## src/rtl/aha_code_region_arbiter.sv

```systemverilog
// aha_code_region_arbiter: shares the code-region slave between the CPU code bus and a word loader
module aha_code_region_arbiter #(
  parameter int LD_MAX_WAIT = 8
) (
  input  logic        HCLK,
  input  logic        HRESET,
  input  logic [1:0]  S_HTRANS,
  input  logic [31:0] S_HADDR,
  input  logic [2:0]  S_HSIZE,
  input  logic        S_HWRITE,
  input  logic [31:0] S_HWDATA,
  output logic        S_HREADYOUT,
  output logic [1:0]  S_HRESP,
  output logic [31:0] S_HRDATA,
  input  logic        LD_VALID,
  input  logic        LD_WRITE,
  input  logic [31:0] LD_ADDR,
  input  logic [31:0] LD_WDATA,
  output logic        LD_READY,
  output logic        LD_DONE,
  output logic [31:0] LD_RDATA,
  output logic        LD_RESP,
  output logic [1:0]  M_HTRANS,
  output logic [31:0] M_HADDR,
  output logic [2:0]  M_HSIZE,
  output logic        M_HWRITE,
  output logic [31:0] M_HWDATA,
  output logic        M_HREADY,
  input  logic        M_HREADYOUT,
  input  logic [1:0]  M_HRESP,
  input  logic [31:0] M_HRDATA
);
  typedef enum logic [1:0] {IDLE, C_DP, L_DP} state_t;
  state_t state, state_nxt;
  logic        pend_valid;
  logic [31:0] pend_addr;
  logic [2:0]  pend_size;
  logic        pend_write;
  logic [7:0]  starve_cnt;
  logic [31:0] ld_wdata_q;
  logic        forced, cpu_win, ld_win, capture;
  logic        unused_bits;

  assign unused_bits = ^{S_HTRANS[0], LD_ADDR[1:0], M_HRESP[1]};
  assign forced   = LD_VALID && (starve_cnt == 8'(LD_MAX_WAIT));
  assign cpu_win  = (state == IDLE) && pend_valid && !forced;
  assign ld_win   = (state == IDLE) && !cpu_win && LD_VALID;
  assign capture  = S_HTRANS[1] && S_HREADYOUT;
  assign M_HREADY = M_HREADYOUT;

  // Bus outputs: the CPU stalls while a captured transfer is pending or its data phase is waited
  always_comb begin
    S_HREADYOUT = HRESET || ((state == C_DP) ? M_HREADYOUT : !pend_valid);
    S_HRESP     = (!HRESET && state == C_DP) ? M_HRESP : 2'b00;
    S_HRDATA    = (state == C_DP) ? M_HRDATA : 32'd0;
    M_HTRANS    = (!HRESET && (cpu_win || ld_win)) ? 2'b10 : 2'b00;
    M_HADDR     = cpu_win ? pend_addr : ld_win ? {LD_ADDR[31:2], 2'b00} : 32'd0;
    M_HSIZE     = cpu_win ? pend_size : ld_win ? 3'b010 : 3'b000;
    M_HWRITE    = cpu_win ? pend_write : (ld_win && LD_WRITE);
    M_HWDATA    = (state == C_DP) ? S_HWDATA : (state == L_DP) ? ld_wdata_q : 32'd0;
    LD_READY    = !HRESET && ld_win;
    LD_DONE     = !HRESET && (state == L_DP) && M_HREADYOUT;
    LD_RDATA    = LD_DONE ? M_HRDATA : 32'd0;
    LD_RESP     = LD_DONE && M_HRESP[0];
  end

  // Next state: grants leave IDLE, a ready data phase returns to it
  always_comb begin
    state_nxt = cpu_win ? C_DP : ld_win ? L_DP : (state != IDLE && M_HREADYOUT) ? IDLE : state;
  end

  // State register
  always_ff @(posedge HCLK) begin
    if (HRESET) state <= IDLE;
    else        state <= state_nxt;
  end

  // Pending CPU address phase, starvation counter and loader write data
  always_ff @(posedge HCLK) begin
    if (HRESET) begin
      pend_valid <= 1'b0;
      pend_addr  <= 32'd0;
      pend_size  <= 3'd0;
      pend_write <= 1'b0;
      starve_cnt <= 8'd0;
      ld_wdata_q <= 32'd0;
    end else begin
      if (capture) begin
        pend_valid <= 1'b1;
        pend_addr  <= S_HADDR;
        pend_size  <= S_HSIZE;
        pend_write <= S_HWRITE;
      end else if (cpu_win) begin
        pend_valid <= 1'b0;
      end
      if (!LD_VALID || ld_win) starve_cnt <= 8'd0;
      else if (cpu_win && starve_cnt != 8'(LD_MAX_WAIT)) starve_cnt <= starve_cnt + 8'd1;
      if (ld_win) ld_wdata_q <= LD_WDATA;
    end
  end
endmodule
```

## config.mk

```make
export PLATFORM = sky130hd
export DESIGN_NAME = aha_code_region_arbiter
export DESIGN_NICKNAME = d
export VERILOG_FILES = /design/src/rtl/aha_code_region_arbiter.sv
export SDC_FILE = /design/constraint.sdc
export NUM_CORES = 1
export LEC_CHECK = 0
export ABC_AREA = 1
export BUFFER_PORTS_ARGS = -buffer_cell sky130_fd_sc_hd__buf_2
export CAP_MARGIN = 10
export CORE_AREA = 2 2 123 125
export DETAILED_ROUTE_END_ITERATION = 16
export DIE_AREA = 0 0 125 127
export HOLD_SLACK_MARGIN = 0.05
export RECOVER_POWER = 100
export SLEW_MARGIN = 10
export SYNTH_ARGS = -nofsm -noshare
export SYNTH_HDL_FRONTEND = slang
export SYNTH_SLANG_ARGS = --single-unit
```

## constraint.sdc

```tcl
create_clock -name HCLK -period 2.3 [get_ports HCLK]
set_input_delay 0.46 -clock HCLK [delete_from_list [all_inputs] [get_ports HCLK]]
set_output_delay 0.46 -clock HCLK [all_outputs]
set_load 0.005 [all_outputs]
```

==> impl_metrics.env <==
export IMPL_rsz0062_at_grt="true"
export IMPL_synthSimpleGateAreaFrac_pct=38.15
export IMPL_cp_max_fo=8
export IMPL_root_buffer="clkbuf_16"
export IMPL_synth_edf_count=0
export IMPL_final_antenna_net_count=0
export IMPL_synthDistinctLibCells=28
export IMPL_powerDensity_nw_per_um2=629.9
export IMPL_swShare_pct=29.38
export IMPL_rows=44
export IMPL_vdd_drop_max_mv=0.3914
export IMPL_finalClockSkew_ps=5.157
export IMPL_setup_tns_ps=0
export IMPL_synth_compound_area_share_pct=12.94
export IMPL_muxShareOfSynthArea_pct=0
export IMPL_start_util_pct=29.49
export IMPL_timing_hold_violations_final=0
export IMPL_crit_chain="inv_2 > ha_4 > nand3_4 > nor2_4 > nand2_2 > nand2_4 > nand3_4 > inv_8 > buf_12 > nand2_2 > nand2_2 > buf_2"
export IMPL_cts_tree="built"
export IMPL_drive_above_1_share_pct=40.46
export IMPL_end_kind="output port"
export IMPL_die_area_um2=15880
export IMPL_drc_errors=0
export IMPL_seqPwrFrac_pct=37.6
export IMPL_cp_data_required_time_ps=1840
export IMPL_dpl_cell_count=1121
export IMPL_ios=314
export IMPL_crit_type="flip-flop to output port"
export IMPL_power_total_uw=4099
export IMPL_synthToLayoutAreaGrowth_pct=52.94
export IMPL_ctsHoldBuffers=0
export IMPL_htree_levels=3
export IMPL_drt_iter0_markers=277
export IMPL_finish_utilization_pct=45.11
export IMPL_syn_num_nets=834
export IMPL_status="finished clean"
export IMPL_yosysTopAreaCellShare_pct=37.18
export IMPL_grt_first_pass_wirelength_um=23840
export IMPL_post_route_period_util_pct=98.78
export IMPL_finalWirelength_um=15870
export IMPL_combPwrFrac_pct=23.9
export IMPL_synth_flop_cell="dfxtp_1"
export IMPL_synth_seq_area_share_pct=37.18
export IMPL_dpl_hpwl_um=11320
export IMPL_synth_most_common_cell="nand2_1"
export IMPL_cp_common_cell="nand2_2"
export IMPL_grt_usage_pct=18.55
export IMPL_slowest_stage="dfxtp_2"
export IMPL_ys_ff_latch=79
export IMPL_p_clk_share_pct=38.5
export IMPL_core_area_um2=14420
export IMPL_vias_per_cell=4.578
export IMPL_antennaDiodeCount=0
export IMPL_cpLargestDelayFamily="simple AND/OR/NAND/NOR gates"
export IMPL_start_kind="flip-flop"
export IMPL_clock_latency_ps=340
export IMPL_antenna_found_initial=0
export IMPL_drt_wirelength_per_cell_um=13.88
export IMPL_crit_buf_inv=4
export IMPL_synth_xor_area_share_pct=0.4118
export IMPL_synth_top_area_cell="dfxtp_1"
export IMPL_die_h_um=127
export IMPL_crit_arrival_ps=1810
export IMPL_setup_violations_final=0
export IMPL_drv_slew=0
export IMPL_final_min_clock_period_ps=2272
export IMPL_synthTopCellsByArea="dfxtp_1 (37%), nand2_1 (14%), nor2_1 (13%)"
export IMPL_grt_max_degree=69
export IMPL_yosys_area_share_adder_pct=0.5882
export IMPL_grt_pass1_vias=4700
export IMPL_clockBufferDepth=2
export IMPL_synth_avg_cell_area_um2=6.455
export IMPL_relSlewSlack_pct=54.68
export IMPL_clkTransAtPathRegs_ps=60
export IMPL_ys_warn_count=0
export IMPL_vias=5233
export IMPL_synthArstFlopShare_pct=0
export IMPL_gr_total_overflow=0
export IMPL_p_sw_uw=1204
export IMPL_fp_dieW_um=125
export IMPL_p_leak_uw=0.003742
export IMPL_cap_viol_max_count=0
export IMPL_clkSinkCount=79
export IMPL_firstDrtPassIters=4
export IMPL_p_int_uw=2894
export IMPL_max_clock_freq_ghz=0.4402
export IMPL_synth_top_family_by_area="simple AND/OR/NAND/NOR gates"
export IMPL_final_nets=1129
export IMPL_ys_top_cells_by_count="nand2_1 (157), nor2_1 (142), dfxtp_1 (79)"
export IMPL_synthCells=659
export IMPL_io_buffer_count=309
export IMPL_slowest_delay_ps=340
export IMPL_gp_congestion=0.7818
export IMPL_cts_buffers_inserted=9
export IMPL_worst_pin_slew_ps=679.7
export IMPL_hp_class="primary input to flip-flop"
export IMPL_netlist_area_um2=4254
export IMPL_whs_ps=354.3
export IMPL_fin_cells=1143
## sequential cells by signal, indices dropped and copies added, names as in the netlist
signal	cells
starve_cnt	8
pend_size	3
pend_valid	1
pend_addr	32
pend_write	1
state	2
ld_wdata_q	32
## cells by family after synthesis
| logic type | count (synthesis) |
|---|---|
| AND/OR/NAND/NOR | 383 |
| buffers and inverters | 106 |
| AO/OA/AOI/OAI | 86 |
| flip-flops | 79 |
| XOR/XNOR | 2 |
| adder cells (fa/ha/maj) | 2 |
| other | 1 |
## repair_timing
item,CTS,global route
setup endpoints to repair,35,69
gates cloned,2,1
pin swaps,2,11
gates resized for setup,16,31
setup buffers,4,2
## metal layers
layer | track usage [%] | vias to the layer above | part of all wire, %
li1 | - | 2713 | -
met1 | 23.35 | 2314 | 44
met2 | 32.32 | 191 | 48
met3 | 4.229 | 15 | 6.9
met4 | 4.575 | 0 | 1.0
met5 | 0 | - | 0
## power groups by stage
stage	registers [uW]	clock network (uW)	logic, uW
2_1_floorplan	1550	0	498
3_3_place_gp	1570	0	892
3_5_place_dp	1570	0	901
4_1_cts	1540	1610	963
5_1_grt	1560	1670	1090
6_report	1540	1580	981
## worst reg2reg max path, stage by stage, from the launching register on
cell	delay, ps
dfxtp_1	470
inv_2	60
nor2_2	90
nand2_1	60
nand3_1	140
nand2_2	230
inv_2	500
nor2_1	110
nor2_1	120
## stage by stage
step | instance area (um^2) | worst slack [ps]
floorplan | 4254 | 406.6
global placement | 5938 | 162.4
detailed placement | 5938 | 126.6
CTS | 6407 | -75.39
global route | 6506 | -60.68
finish | 6506 | 28.08
## layout make-up
cell class	instances	area, um^2
clock buffer	10	239.0
tap	184	230.2
sequential	79	1585
fill	1561	7918
multi-input combinational	474	2330
timing repair buffer	332	1802
inverter	58	227.7
clock inverter	6	92.59
## worst paths after layout
path | start | to | slack, ps | cells past startpoint
worst max-delay path | starve_cnt[1]$_SDFFE_PP0P_ | M_HADDR[5] | 30 | 12
worst min-delay path | LD_WDATA[3] | ld_wdata_q[3]$_SDFFE_PP0P_ | 350 | 3
worst max register to register | state[0]$_SDFFE_PP0P_ | pend_addr[8]$_SDFFE_PP0P_ | 460 | 8
worst min register to register | pend_size[0]$_SDFFE_PP0P_ | pend_size[0]$_SDFFE_PP0P_ | 450 | 2
## placed cells by master (no fill, tap or decap), drive strengths merged
cell type and n:
buf 330, nand2 160, nor2 146, dfxtp 79
inv 59, o21ai 38, nand3 38, nand4 35
a22o 32, a21oi 16, clkbuf 12, bufinv 2
clkinvlp 2, nor3 2, ha 2, nor3b 1
xnor2 1, nand3b 1, xor2 1, conb 1
clkinv 1
(Power assumes the default switching activity.)
